<file path="src/rtl/mem_lsu.sv">
// Load/store unit between the core and a single-port word RAM.
// Sub-word stores are read-modify-write since the RAM lacks byte enables.
module mem_lsu #(
  parameter int ADDR_WIDTH = 18,
  parameter int DATA_WIDTH = 32
) (
  input  logic                  i_clk,
  input  logic                  i_rst_n,
  input  logic                  i_req_valid,
  output logic                  o_req_ready,
  input  logic                  i_req_we,
  input  logic [1:0]            i_req_size,
  input  logic                  i_req_unsigned,
  input  logic [ADDR_WIDTH-1:0] i_req_addr,
  input  logic [DATA_WIDTH-1:0] i_req_wdata,
  output logic                  o_rsp_valid,
  output logic [DATA_WIDTH-1:0] o_rsp_rdata,
  output logic                  o_rsp_err,
  output logic [ADDR_WIDTH-3:0] o_ram_addr,
  output logic [DATA_WIDTH-1:0] o_ram_data,
  output logic                  o_ram_we,
  input  logic [DATA_WIDTH-1:0] i_ram_data
);

  localparam logic [1:0] SZ_B = 2'b00;
  localparam logic [1:0] SZ_H = 2'b01;
  localparam logic [1:0] SZ_W = 2'b10;

  typedef enum logic [2:0] {
    S_IDLE,
    S_LOAD,
    S_RMW,
    S_ACK,
    S_ERR
  } state_t;

  state_t                  r_state;
  logic [1:0]              r_size;
  logic                    r_unsigned;
  logic [ADDR_WIDTH-1:0]   r_addr;
  logic [DATA_WIDTH-1:0]   r_wdata;
  logic                    r_rsp_valid;
  logic [DATA_WIDTH-1:0]   r_rsp_rdata;
  logic                    r_rsp_err;

  logic                    w_accept;
  logic                    w_req_err;
  logic                    w_word_st;
  logic [DATA_WIDTH-1:0]   w_merge;
  logic [DATA_WIDTH-1:0]   w_load;

  function automatic logic misaligned(
    input logic [1:0] sz,
    input logic [1:0] a
  );
    logic m;
    unique case (sz)
      SZ_B:    m = 1'b0;
      SZ_H:    m = a[0];
      SZ_W:    m = |a;
      default: m = 1'b1;
    endcase
    return m;
  endfunction

  function automatic logic [31:0] extract(
    input logic [31:0] w,
    input logic [1:0]  sz,
    input logic        uns,
    input logic [1:0]  a
  );
    logic [7:0]  b;
    logic [15:0] h;
    logic [31:0] r;
    b = w[{a, 3'b000} +: 8];
    h = w[{a[1], 4'b0000} +: 16];
    unique case (sz)
      SZ_B:    r = {{24{~uns & b[7]}}, b};
      SZ_H:    r = {{16{~uns & h[15]}}, h};
      default: r = w;
    endcase
    return r;
  endfunction

  // Replace only the addressed lane; the rest of the word is what the RAM held.
  function automatic logic [31:0] merge(
    input logic [31:0] old,
    input logic [31:0] wd,
    input logic [1:0]  sz,
    input logic [1:0]  a
  );
    logic [31:0] m;
    m = old;
    if (sz == SZ_H) begin
      m[{a[1], 4'b0000} +: 16] = wd[15:0];
    end else begin
      m[{a, 3'b000} +: 8] = wd[7:0];
    end
    return m;
  endfunction

  assign o_req_ready = (r_state == S_IDLE);
  assign w_accept    = i_req_valid & o_req_ready;
  assign w_req_err   = misaligned(i_req_size, i_req_addr[1:0]);
  assign w_word_st   = i_req_we & (i_req_size == SZ_W) & ~w_req_err;

  assign w_merge = merge(i_ram_data, r_wdata, r_size, r_addr[1:0]);
  assign w_load  = extract(i_ram_data, r_size, r_unsigned, r_addr[1:0]);

  assign o_rsp_valid = r_rsp_valid;
  assign o_rsp_rdata = r_rsp_rdata;
  assign o_rsp_err   = r_rsp_err;

  always_comb begin
    o_ram_addr = r_addr[ADDR_WIDTH-1:2];
    o_ram_data = r_wdata;
    o_ram_we   = 1'b0;
    unique case (r_state)
      S_IDLE: begin
        o_ram_addr = i_req_addr[ADDR_WIDTH-1:2];
        o_ram_data = i_req_wdata;
        o_ram_we   = w_accept & w_word_st;
      end
      S_RMW: begin
        o_ram_data = w_merge;
        o_ram_we   = 1'b1;
      end
      default: ;
    endcase
  end

  always_ff @(posedge i_clk or negedge i_rst_n) begin
    if (!i_rst_n) begin
      r_state     <= S_IDLE;
      r_size      <= 2'b00;
      r_unsigned  <= 1'b0;
      r_addr      <= '0;
      r_wdata     <= '0;
      r_rsp_valid <= 1'b0;
      r_rsp_rdata <= '0;
      r_rsp_err   <= 1'b0;
    end else begin
      r_rsp_valid <= 1'b0;
      unique case (r_state)
        S_IDLE: begin
          if (w_accept) begin
            r_size     <= i_req_size;
            r_unsigned <= i_req_unsigned;
            r_addr     <= i_req_addr;
            r_wdata    <= i_req_wdata;
            if (w_req_err) begin
              r_state <= S_ERR;
            end else if (!i_req_we) begin
              r_state <= S_LOAD;
            end else if (w_word_st) begin
              r_state <= S_ACK;
            end else begin
              r_state <= S_RMW;
            end
          end
        end
        S_LOAD: begin
          r_rsp_valid <= 1'b1;
          r_rsp_rdata <= w_load;
          r_rsp_err   <= 1'b0;
          r_state     <= S_IDLE;
        end
        S_RMW: begin
          r_state <= S_ACK;
        end
        S_ACK: begin
          r_rsp_valid <= 1'b1;
          r_rsp_rdata <= '0;
          r_rsp_err   <= 1'b0;
          r_state     <= S_IDLE;
        end
        S_ERR: begin
          r_rsp_valid <= 1'b1;
          r_rsp_rdata <= '0;
          r_rsp_err   <= 1'b1;
          r_state     <= S_IDLE;
        end
        default: r_state <= S_IDLE;
      endcase
    end
  end

endmodule
</file>
<file path="config.mk">
export PLATFORM = sky130hd
export DESIGN_NAME = mem_lsu
export DESIGN_NICKNAME = d
export VERILOG_FILES = /design/src/rtl/mem_lsu.sv
export SDC_FILE = /design/constraint.sdc
export NUM_CORES = 1
export LEC_CHECK = 0
export CORE_MARGIN = 8
export CORE_UTILIZATION = 45
export DETAILED_ROUTE_END_ITERATION = 12
export PLACE_DENSITY = 0.77
export RECOVER_POWER = 25
export SLEW_MARGIN = 20
export SYNTH_ARGS = -nofsm -noshare
export SYNTH_HDL_FRONTEND = slang
export SYNTH_SLANG_ARGS = --single-unit
</file>
<file path="constraint.sdc">
create_clock -name i_clk -period 5.6 [get_ports i_clk]
set_input_delay 0.56 -clock i_clk [delete_from_list [all_inputs] [get_ports i_clk]]
set_output_delay 0.56 -clock i_clk [all_outputs]
set_load 0.05 [all_outputs]
</file>
# Word-level counts from Yosys, hierarchy flattened
# Index checks and enable logic that the tools add are counted.
# word_totals
regBits	90
latchBits	0
ram_bits	0
rom_bits	0
input_bits	89
output_inout_bits	84
word_cells	58
n_memories	0
# op_classes
addsub	2
n_mul	0
div	0
order_cmp	0
eq_ne	8
n_shift	6
muxes	16
bitwise	8
reduce_logical	10
# op_table
op	n
one-hot mux 32 bit (2 select lines)	3
bitwise mux 32 bit	2
2-to-1 mux 32 bit	1
variable shift 16 x 7 -> 32 bit, first input constant	1
variable shift 8 x 7 -> 32 bit, first input constant	1
variable part select 16 x 7 -> 32 bit	1
variable part select 32 x 6 -> 16 bit	1
variable part select 32 x 6 -> 8 bit	1
variable part select 8 x 7 -> 32 bit	1
2-to-1 mux 16 bit	1
negation 5 -> 7 bit	2
bitwise AND 1 bit	6
equality test 3 x 2 -> 1 bit, second input constant	2
2-to-1 mux 3 bit	2
one-hot mux 3 bit (2 select lines)	1
OR reduction 2 bit	3
equality test 2 x 1 -> 1 bit, second input constant	2
zero test 2 bit	2
one-hot mux 1 bit (2 select lines)	2
nonzero test 2 bit	2
equality test 3 x 1 -> 1 bit, second input constant	1
equality test 3 bit, second input constant	1
zero test 3 bit	1
one-hot mux 1 bit (3 select lines)	1
other kinds (7)	9

# Logic depth before layout (Yosys ltp)
# Gate-level depths: netlist of the first run.
# logic_depth
ltp_word	9
depth_mapped	9
depth_no_buf	6

# Least setup slack after synthesis of the first run
# No wires, ideal clock.
# synth_path
path_kind	register -> output
start	register r_addr[0]
end	output port o_ram_data[26]
t_arrival_ps	3036
required_time_ps	5040
slack_ps	2004
path_stages_with_launch	10
path_buffers	3
cell_sequence	dfrtp_1 buf_2 buf_2 inv_1 ha_1 nor4bb_1 clkbuf_1 a221o_1 a22oi_1 o21ai_0
# synth_between
elab_chain_len	5
elab_cells_between_ends	6
cone_classes	add/sub (1); shift (2); mux (3)
# synth_lines
element	line_no	rtl
start: declaration	40	logic [ADDR_WIDTH-1:0] r_addr;
start signal: assignment	149	r_addr <= i_req_addr;
negation 5 -> 7 bit (*)	97	m[{a, 3'b000} +: 8] = wd[7:0];
variable part select 8 x 7 -> 32 bit / variable shift 8 x 7 -> 32 bit (equally long branches)	97	
bitwise mux 32 bit (*)	97	
2-to-1 mux 32 bit (*)	94	if (sz == SZ_H) begin
one-hot mux 32 bit (2 select lines) (*)	118	unique case (r_state)
end: declaration	20	output logic [DATA_WIDTH-1:0] o_ram_data,
# Mark *: on every way between the ends. The rest lies on a longest branch, timed or not.

# Worst setup path after layout of the first run
# layout_path
start	register r_addr[0]
end	output port o_ram_data[16]
# Same word-level chain as after synthesis.

==> impl_summary.md, run 1 <==
Status
The run finished, with violations left. The checks that failed: capacitance limit, slew limit.

Worst hold path
The path with the worst hold slack has its endpoint at o_rsp_rdata[2]. The worst hold path belongs to the class flop to flop. The worst hold path was traced through 2 stages. In this run the most critical hold path is launched from o_rsp_rdata[2].

Clock tree
The count of cells resized by post-cts repair is 0. The clock-pin slew on the worst setup and hold paths is 0.06 ns. The root buffer cell is sky130_fd_sc_hd__clkbuf_16.

For this design, the CTS-stage hold fixing added 0 buffers. In this run the deepest clock path goes through 2 buffers. The number of buffers inserted by post-CTS setup repair is 0. The tree built by TritonCTS fans out to 90 sinks. The H-tree depth is 3.

At the later pin of the worst-skew pair, clock insertion delay measures 0.34 ns. TritonCTS built the clock tree. Counting the buffers created by CTS gives 9.

Critical path
The sum of buffers and inverters on the critical path is 2. At the worst endpoint, the arrival time is 3.59 ns. The cell with the largest stage delay on the worst path is sky130_fd_sc_hd__clkdlybuf4s50_1. The endpoint identified for the worst register-to-register timing path is r_wdata[14].

For the worst setup path, the data required time is 5.04 ns. For the worst flop-to-flop path, the logic depth is 3. On the worst path, the slowest cell contributes a delay of 0.86 ns. The worst setup path is of the flop to primary output kind. The worst setup path is launched from a flop. Across all register-to-register paths, the minimum setup slack is 2.90 ns. The top fanout value on the critical path is 19. Traced cell by cell, the critical path runs through inv_1 -> ha_1 -> nand4bb_1 -> mux2i_2 -> a221oi_1 -> nor3_1 -> clkdlybuf4s50_1. Grouping stages by cell kind, the critical path spends the most delay in buffers and inverters.

In this run the critical register-to-register path is launched from r_state[1]. The endpoint kind of the worst setup timing path is a primary output.

Die
The horizontal die dimension is 129.5 µm. The die covers 16760 µm². The die is 129.5 µm tall.

The I/O pin total is 173. The core area is 12620 µm². Once the floorplan was initialized, standard cells occupied 45.90% of the core. The initialized floorplan defines 41 standard-cell rows.

Logic synthesis
Sequential elements use 38.89% of the synthesized area. The synthesized design contains 0 enable-type register cells. The unique cell type count in the Yosys netlist is 48. The portion of synthesized area spent on multiplexers is 22.40%. The fraction of synthesis flops using an asynchronous set or reset pin is 100.0%. The synthesized netlist devotes 1.080% of its cell area to adder and majority cells. The synthesized-area fraction occupied by xor and xnor cells is 0%.

By area, the combinational part of the netlist is dominated by multiplexers. Among all flip-flop cells after synthesis, the most frequent one is sky130_fd_sc_hd__dfrtp_1. The number of cells produced by synthesis is 550. The share of the synthesized area in compound gates (AO/OA/AOI/OAI) is 22.32%. Of the total synthesized cell area, the portion taken by AND, OR, NAND and NOR gates is 9.678%. The synthesized design contains 90 register bits. Counting every net in the synthesized netlist gives 644. Averaged over all synthesized cells, the footprint is 10.53 µm². Summing every instance area after synthesis gives 5792 µm². The synthesis warning total is 0.

Global routing
The wire length of the first global-routing pass is 30.02 mm. The via count of the first global-routing pass is 5324. The total routing resource utilization after global routing is 23.10%.

The initial antenna violation count is 0. Entering global routing, the biggest net connects 54 pins. The total global routing overflow is 0.

Final layout
The number of nets in the layout is 786. The number of fillers in the final layout is 1042. From synthesis to final layout, the design area changed by 34.89%.

The post-route netlist has 15.54% of its cells at a drive strength greater than 1. The antenna diode count is 0.

STA
The minimum clock period is 4.153 ns. Setup repair after global routing left no endpoint under its margin. The clock arrives with 0.005106 ns of skew.

The final count of negative-setup-slack endpoints is 0. The max-slew violation total from the final report is 39. For this run, the top clock speed supported by timing is 0.2408 GHz. Headroom to the max-slew limit came out at -38.31%. Summed over all failing endpoints, the final setup total negative slack is 0 ns.

The count of endpoints failing hold in the final timing report is 0. Of the available clock period, the critical path in the final layout requires 74.15%. The slew at the pin closest to its max-slew limit is 2.075 ns.

Placement
The half-perimeter wire length after placement is 14.52 mm. At the end of routability-driven placement, the weighted congestion stood at 0.8888. Input and output buffers added on the ports amount to 172.

Route
Dividing the detail-routed via count by the number of cells gives 6.118. The count of nets left with antenna violations once routing finished came out at 0. For this block, the initial DRC count from the detailed router was 614. In the final routed layout, each cell accounts on average for 22.76 µm. The detailed router placed 5304 vias in this run.

The post-route DRC violation count is 0. Wires add up to 19.73 mm. The number of detailed-routing iterations run before antenna repair is 5.

Flow run
The tool flagged a number of max-cap violations equal to 1.
-- cells in the mapped netlist, types with 17 or more instances --
cell type | number | area share, %
sky130_fd_sc_hd__a21oi_1 | 44 | 3.8
sky130_fd_sc_hd__a221o_1 | 36 | 6.2
sky130_fd_sc_hd__a22oi_1 | 17 | 2.2
sky130_fd_sc_hd__buf_2 | 18 | 1.6
sky130_fd_sc_hd__dfrtp_1 | 90 | 39
sky130_fd_sc_hd__mux2_2 | 45 | 8.7
sky130_fd_sc_hd__mux2_4 | 29 | 7.5
sky130_fd_sc_hd__mux2i_1 | 26 | 4.5
sky130_fd_sc_hd__nand2_1 | 30 | 1.9
sky130_fd_sc_hd__nor2_1 | 28 | 1.8
sky130_fd_sc_hd__nor3_1 | 20 | 1.7
sky130_fd_sc_hd__o21ai_0 | 30 | 2.6
-- cells by family after synthesis --
group | Yosys count
AOI/OAI and AO/OA | 178
and+or+nand+nor | 108
muxes | 105
DFF | 90
buffers and inverters | 64
adders and majority gates | 5
-- worst min-delay path, stage by stage (launching register included) --
cell,delay [ns]
sky130_fd_sc_hd__dfrtp_1,0.35
sky130_fd_sc_hd__nand2_1,0.05
sky130_fd_sc_hd__o21ai_0,0.06
-- registers in the layout, indices dropped and copies added (netlist names) --
name / cells
r_addr: 18
r_size: 2
o_rsp_valid: 1
o_rsp_err: 1
r_state: 3
o_rsp_rdata: 32
r_wdata: 32
r_unsigned: 1
-- worst max path at each step --
stage	startpoint	endpoint	slack, ns	cells past startpoint
2_1_floorplan	r_addr[0]	o_ram_data[26]	2.00	9
3_3_place_gp	r_addr[0]	o_ram_data[24]	1.96	8
3_5_place_dp	r_addr[0]	o_ram_data[16]	1.86	7
4_1_cts	r_addr[0]	o_ram_data[18]	1.47	7
5_1_grt	r_addr[0]	o_ram_data[23]	1.21	7
6_report	r_addr[0]	o_ram_data[16]	1.45	7
-- through the flow --
stage	utilization (%)	setup slack, ns	hold WS (ns)	instance area, µm²	instances
floorplan	-	2.004	0.2644	5792	550
global placement	59.60	1.964	0.4708	7521	853
detailed placement	59.60	1.861	0.4746	7521	853
CTS	61.92	1.470	0.1880	7814	867
global route	61.91	1.213	0.5193	7812	867
finish	61.91	1.447	0.4849	7812	867
-- layout by cell type (no fill, tap or decap), types with 4 or more instances in the layout --
cell	synthesis	final
sky130_fd_sc_hd__mux2_4	29	29
sky130_fd_sc_hd__nor2_1	28	28
sky130_fd_sc_hd__nor3_1	20	20
sky130_fd_sc_hd__a22oi_1	17	17
sky130_fd_sc_hd__clkdlybuf4s50_1	0	171
sky130_fd_sc_hd__clkbuf_16	0	9
sky130_fd_sc_hd__nand2_1	30	29
sky130_fd_sc_hd__a21oi_1	44	44
sky130_fd_sc_hd__ha_1	5	5
sky130_fd_sc_hd__inv_1	16	16
sky130_fd_sc_hd__dfrtp_1	90	89
sky130_fd_sc_hd__mux2_2	45	45
sky130_fd_sc_hd__a221o_1	36	36
sky130_fd_sc_hd__o22ai_1	4	4
sky130_fd_sc_hd__o21ai_0	30	30
sky130_fd_sc_hd__a211o_1	8	8
sky130_fd_sc_hd__mux2i_1	26	26
sky130_fd_sc_hd__a22o_1	4	4
sky130_fd_sc_hd__a221oi_1	16	16
sky130_fd_sc_hd__buf_4	5	7
sky130_fd_sc_hd__nand2b_1	10	10
-- layer usage --
layer  part of all wire [%]  vias up  GRT usage (%)
li1                       -     2391              -
met1                     42     2605          29.70
met2                     47      256          36.21
met3                    7.9       52          5.259
met4                    3.5        0          10.72
met5                      0        -              0
-- layout make-up --
type,count,area [µm²],share of cell area [%]
Multi-Input combinational cell,396,3223,41.26
Sequential cell,90,2253,28.84
Timing Repair Buffer,179,1768,22.63
Clock buffer,11,252.7,3.235
Tap cell,172,215.2,2.755
Inverter,16,60.06,0.7687
Clock inverter,3,40.04,0.5125
Power of run 1 is not shown: default switching activity piles up to over one toggle a cycle in this logic, so the estimate is an artifact.
==> run 2, diff against run 1 <==
- CORE_UTILIZATION: 45 -> 43
- clock period: 5.6 -> 3.3 ns (I/O delays scaled with it)
==> impl_summary.md, run 2 (same netlist as run 1, synthesis figures left out) <==
Status
The flow ran to the end, but the final reports show violations. The checks that failed: capacitance limit, slew limit.

Final layout
The sequential cell area is 2253 µm² (unchanged). The leading cell type in the layout, fill and taps excluded is sky130_fd_sc_hd__clkdlybuf4s50_1. The area growth from synthesis to layout is 40.68%. The number of fillers in the final layout is 1050 (+0.77%). The top cell types in the final layout, fill and taps aside, are sky130_fd_sc_hd__clkdlybuf4s50_1, sky130_fd_sc_hd__dfrtp_1, sky130_fd_sc_hd__mux2_2, sky130_fd_sc_hd__a21oi_1, sky130_fd_sc_hd__a221o_1. The number of nets in the layout is 794 (+1.0%). The antenna diode count was 0 (unchanged). The multi-input combinational cell area is 3221 µm² (about the same). The share of post-route cells with drive strength above 1 is 23.12% (+7.6 points).

Route
The post-route DRC violation count was 0 (unchanged). The number of detailed-routing iterations run before antenna repair is 5 (unchanged). The average wire length per cell after detail routing is 22.82 µm (+0.28%).

The number of vias per cell after detailed routing is 6.127 (+0.15%). The number of DRC violations after detailed-routing iteration 0 came to 604 (-1.6%). The total via count in the routed design is 5398 (+1.8%). The wire length reported by the detailed router is 20.11 mm (+1.9%). The remaining antenna violation count after routing was 0 (unchanged).

Critical path
The setup slack of the most critical reg-to-reg path came to 0.73 ns (-2.17 ns). The endpoint identified for the worst register-to-register timing path is o_rsp_rdata[29]. The path type of the worst setup path is flop to primary output.

The depth of the most critical reg-to-reg path was 3 (unchanged). The beginning of the worst register-to-register path is r_state[0]. The top fanout value on the critical path was 21 (+2). The largest individual stage delay along the critical path comes from the cell sky130_fd_sc_hd__nor3_1. The critical path's largest stage delay was 0.41 ns (-0.45 ns).

The endpoint kind of the worst setup timing path is a primary output. The worst setup path is launched from a flop. The endpoint arrival time on the critical path was 2.64 ns (-0.95 ns). The worst endpoint required time is 2.97 ns (-2.07 ns). Traced cell by cell, the critical path runs through buf_4 -> ha_1 -> nand4bb_1 -> mux2i_2 -> a221oi_1 -> nor3_1 -> buf_12.

Die
The horizontal die dimension was 132.1 µm (+2.0%). The I/O pin total is 173 (unchanged). The core area is 13190 µm² (+4.5%). The effective utilization at floorplan is 43.91% (-2.0 points).

The height of the die was 132.1 µm (+2.0%). The total die area came to 17440 µm² (+4.1%). The number of standard-cell rows in the floorplan is 42 (+2.4%).

Placement
The final weighted congestion of routability-driven global placement is 0.9195 (+3.5%). The count of port buffers added during placement is 172 (unchanged). The half-perimeter wire length after placement is 14.99 mm (+3.3%).

Global routing
The via count of the first global-routing pass is 5661 (+6.3%). The largest net degree at the start of global routing is 91 (+69%). The wire length of the first global-routing pass is 31.91 mm (+6.3%). The total global routing overflow was 0 (unchanged).

The total routing resource utilization after global routing is 22.80% (-0.30 points). The initial antenna violation count is 0 (unchanged).

STA
The sum of negative setup slack is 0 ns (unchanged). The max-slew violation total from the final report was 91 (+130%). The count of endpoints failing hold in the final timing report is 0 (unchanged). The final count of negative-setup-slack endpoints is 0 (unchanged). Static timing analysis puts the maximum clock frequency at 0.3363 GHz. The worst relative slew slack came to -54.14% (-16 points). The ratio of final minimum period to clock period is 90.11%.

The worst path needs 2.974 ns of the cycle, external delays included. The worst clock skew came to 0.008460 ns (+0.003353 ns). The slew at the pin closest to its max-slew limit was 2.312 ns (+0.2375 ns). Setup repair after global routing left no endpoint under its margin.

Clock tree
The clock-pin slew on the worst setup and hold paths is 0.07 ns (about the same). The count of cells resized by post-cts repair was 0 (unchanged). The H-tree depth is 3 (unchanged).

TritonCTS built the clock tree. The clock insertion delay at the later pin of the skew report came to 0.35 ns (about the same). The clock buffer count from CTS is 9 (unchanged). The number of buffers inserted by post-CTS setup repair was 0 (unchanged).

The CTS sink count was 90 (unchanged). The tree is rooted in a sky130_fd_sc_hd__clkbuf_16. The buffer depth of the longest clock path is 2 (unchanged). The number of buffers inserted for hold repair after clock tree synthesis is 0 (unchanged).

Worst hold path
In this run the worst hold path is classified as flop to flop. The number of cells traversed by the worst hold path is 1 (-1). The destination of the worst hold path is o_rsp_rdata[15].

The start point of the worst hold path is o_rsp_rdata[15].

Flow run
The number of max-capacitance violations reported is 1 (unchanged).
run 2: metal layers:
layer  share of wire [%]  up-vias  track usage, %
met4                 3.6        0           10.66
met3                 8.5       61           5.907
met5                   0        -               0
met2                  48      283           35.98
li1                    -     2418               -
met1                  40     2636           28.58
run 2: critical path, delay by kind of cell, from the launching register on:
| family | cells | cell delay, ns |
|---|---|---|
| buffers and inverters | 2 | 0.51 |
| and+or+nand+nor | 2 | 0.55 |
| AOI/OAI and AO/OA | 1 | 0.21 |
| adders and majority gates | 1 | 0.26 |
| muxes | 1 | 0.40 |
| DFF | 1 | 0.36 |
run 2: cell type report:
| cell class | count | area share (%) |
|---|---|---|
| Multi-Input combinational cell | 396 | 39.53 |
| Sequential cell | 90 | 27.66 |
| Timing Repair Buffer | 187 | 25.89 |
| Clock buffer | 14 | 3.363 |
| Tap cell | 176 | 2.703 |
| Inverter | 16 | 0.7371 |
| Clock inverter | 2 | 0.1229 |
run 2: metrics by stage:
stage	cells	util, %	hold WS [ns]	setup WS (ns)	instance area [µm²]
floorplan	550	-	0.03441	0.02818	5792
global placement	865	59.64	0.4658	0.6659	7866
detailed placement	865	59.64	0.4863	0.6266	7866
CTS	881	61.79	0.2634	0.3392	8150
global route	881	61.77	0.5193	0.2262	8148
finish	881	61.77	0.4968	0.3264	8148
run 2: how the worst max path moves through the flow:
| stage | from | slack [ns] | to | depth (start not counted) |
|---|---|---|---|---|
| 3_3_place_gp | i_req_size[0] | 0.67 | o_ram_we | 5 |
| 6_report | r_addr[1] | 0.33 | o_ram_data[19] | 7 |
| 2_1_floorplan | r_addr[0] | 0.03 | o_ram_data[12] | 9 |
| 5_1_grt | r_addr[1] | 0.23 | o_ram_data[25] | 8 |
| 3_5_place_dp | i_req_size[0] | 0.63 | o_ram_we | 5 |
| 4_1_cts | r_addr[1] | 0.34 | o_ram_data[19] | 7 |
Power of run 2 is left out for the same reason.
==> run 3, diff against run 2 <==
- CORE_UTILIZATION: 43 -> 45
- clock period: 3.3 -> 3.5 ns (I/O delays scaled with it)
==> impl_summary.md, run 3 (same netlist as run 1, synthesis figures left out) <==
Final layout
In the layout the commonest cells are sky130_fd_sc_hd__clkdlybuf4s50_1, sky130_fd_sc_hd__dfrtp_1, sky130_fd_sc_hd__mux2_2, sky130_fd_sc_hd__a21oi_1, sky130_fd_sc_hd__a221o_1. The antenna diode count is 0 (unchanged). The number of fillers in the final layout is 987 (-6.0%).

The share of post-route cells with drive strength above 1 was 21.02% (-2.1 points). The post-layout instance count excluding filler cells is 876 (-0.57%). The area growth from synthesis to layout is 41.72%. The number of nets in the layout came to 793 (-0.13%). The leading cell type in the layout, fill and taps excluded is sky130_fd_sc_hd__clkdlybuf4s50_1.

Placement
The final weighted congestion of routability-driven global placement is 0.8993 (-2.2%). The half-perimeter wire length after placement is 14.92 mm (-0.48%). The number of cells in the design after placement is 860 (-0.58%). The count of port buffers added during placement is 172 (unchanged).

Global routing
The initial antenna violation count was 0 (unchanged). The wire length of the first global-routing pass is 30.97 mm (-3.0%). The routing usage on met3 is 5.423% (-0.48 points). The via count of the first global-routing pass came to 5539 (-2.2%). The global routing stage identified its most utilized layer as met2. The total global routing overflow was 0 (unchanged). The total routing resource utilization after global routing came to 23.71% (+0.90 points).

The largest net degree at the start of global routing is 85 (-6.6%). The met2 global-route usage is 37.93% (+1.9 points). The met1 demand-to-capacity share in global routing is 30.33% (+1.7 points).

STA
The smallest clock period supported by the final layout is computed as 3.034 ns. The count of endpoints failing hold in the final timing report is 0 (unchanged). The ratio of final minimum period to clock period is 86.67%. The sum of negative setup slack is 0 ns (unchanged). The worst relative slew slack is -41.52% (+13 points). The worst clock skew came to 0.005532 ns (-0.002928 ns). Setup repair after global routing left no endpoint under its margin. The final count of negative-setup-slack endpoints is 0 (unchanged). The slew at the pin closest to its max-slew limit is 2.123 ns (-0.1893 ns). The max-slew violation total from the final report is 85 (-6.6%). Derived from the worst setup path, the maximum achievable clock frequency is 0.3297 GHz.

Route
The total via count in the routed design is 5428 (+0.56%). The number of vias per cell after detailed routing is 6.196 (+1.1%). The average wire length per cell after detail routing is 22.94 µm (+0.52%).

The wire length reported by the detailed router is 20.10 mm (about the same). The post-route DRC violation count is 0 (unchanged). The number of DRC violations after detailed-routing iteration 0 is 583 (-3.5%). The remaining antenna violation count after routing came to 0 (unchanged). The number of detailed-routing iterations run before antenna repair came to 7 (+2).

Clock tree
TritonCTS built the clock tree. The clock buffer count from CTS was 9 (unchanged). The number of buffers inserted by post-CTS setup repair was 0 (unchanged). The clock insertion delay at the later pin of the skew report is 0.34 ns (about the same). The clock-pin slew on the worst setup and hold paths was 0.06 ns (about the same).

The count of cells resized by post-cts repair is 0 (unchanged). The root buffer cell is sky130_fd_sc_hd__clkbuf_16. The CTS sink count is 90 (unchanged). The H-tree depth is 3 (unchanged). The number of buffers inserted for hold repair after clock tree synthesis is 0 (unchanged). The buffer depth of the longest clock path came to 2 (unchanged).

Status
The flow ran to the end, but the final reports show violations. The checks that failed: capacitance limit, slew limit.

Critical path
The cell with the largest stage delay on the worst path is sky130_fd_sc_hd__nor2_1. STA classifies the critical path endpoint as a primary output. The endpoint arrival time on the critical path is 2.68 ns (+0.04 ns). The top fanout value on the critical path is 11 (-48%). The critical path's top delay family is simple AND/OR/NAND/NOR gates. The worst endpoint required time is 3.15 ns (+0.18 ns). The signal on the critical path passes through nor2_1 -> nand2_1 -> a221oi_1 -> nor3_1 -> buf_12. The critical path's largest stage delay is 0.61 ns (+0.20 ns).

The sum of buffers and inverters on the critical path is 1 (-1). The sort of element at the start of the critical path is a flop. The path type of the worst setup path is flop to primary output.

Worst hold path
The classification of the worst-slack hold path is flop to flop.

Die
The total die area is 16760 µm² (-3.9%). The horizontal die dimension is 129.5 µm (-2.0%). The I/O pin total was 173 (unchanged).

The core area was 12620 µm² (-4.3%). The effective utilization at floorplan was 45.90% (+2.0 points). The number of standard-cell rows in the floorplan came to 41 (-2.4%). The height of the die is 129.5 µm (-2.0%).

Flow run
The number of max-capacitance violations reported came to 1 (unchanged).
run 3: cell types whose count changed in the layout (fill, tap and decap cells not counted), moves of 2 or more:
cell / previous run / this run
sky130_fd_sc_hd__buf_4: 31 / 13
sky130_fd_sc_hd__clkdlybuf4s50_1: 123 / 139
sky130_fd_sc_hd__o21ai_0: 22 / 30
sky130_fd_sc_hd__o21ai_1: 8 / 0
sky130_fd_sc_hd__clkbuf_1: 2 / 0
sky130_fd_sc_hd__clkbuf_8: 3 / 1
run 3: layer usage:
metal  wire length, µm  up-vias
li1                  -     2398
met5                 0        -
met1              7944     2646
met2              9568      329
met4               616        0
met3              1968       55
run 3: worst min-delay path: stages, from the launching register on:
cell                      delay, ns
sky130_fd_sc_hd__dfrtp_1       0.34
sky130_fd_sc_hd__nand2_1       0.05
sky130_fd_sc_hd__o21ai_0       0.06
run 3: final timing paths:
check / slack, ns / start / cells after the start / endpoint
max: 0.47 / r_state[0] / 5 / o_ram_data[23]
min: 0.49 / o_rsp_rdata[3] / 2 / o_rsp_rdata[3]
max reg2reg: 0.87 / r_state[0] / 6 / o_rsp_rdata[6]
min reg2reg: 0.49 / o_rsp_rdata[3] / 2 / o_rsp_rdata[3]
max in group asynchronous: 1.50 / i_rst_n / 1 / r_addr[1]
min in group asynchronous: 0.62 / i_rst_n / 1 / o_rsp_valid
run 3: area by class of cell:
class,count,area (µm²),area share [%]
clock buffers,10,239.0,2.912
clock inverters,6,65.06,0.7927
inverters,16,60.06,0.7317
multi-input cells,396,3221,39.24
flip-flops and latches,90,2253,27.45
well taps,172,215.2,2.622
repair buffers,186,2155,26.25
run 3: through the flow:
step	util [%]	hold WS, ns	cell area, µm²	worst slack, ns
6_report	65.04	0.4927	8208	0.4665
5_1_grt	65.04	0.5108	8208	0.3400
4_1_cts	65.06	0.2537	8210	0.5131
3_5_place_dp	62.65	0.4804	7906	0.8138
3_3_place_gp	62.65	0.4682	7906	0.8418
2_1_floorplan	-	0.05441	5792	0.1139
Power of run 3 is left out for the same reason.
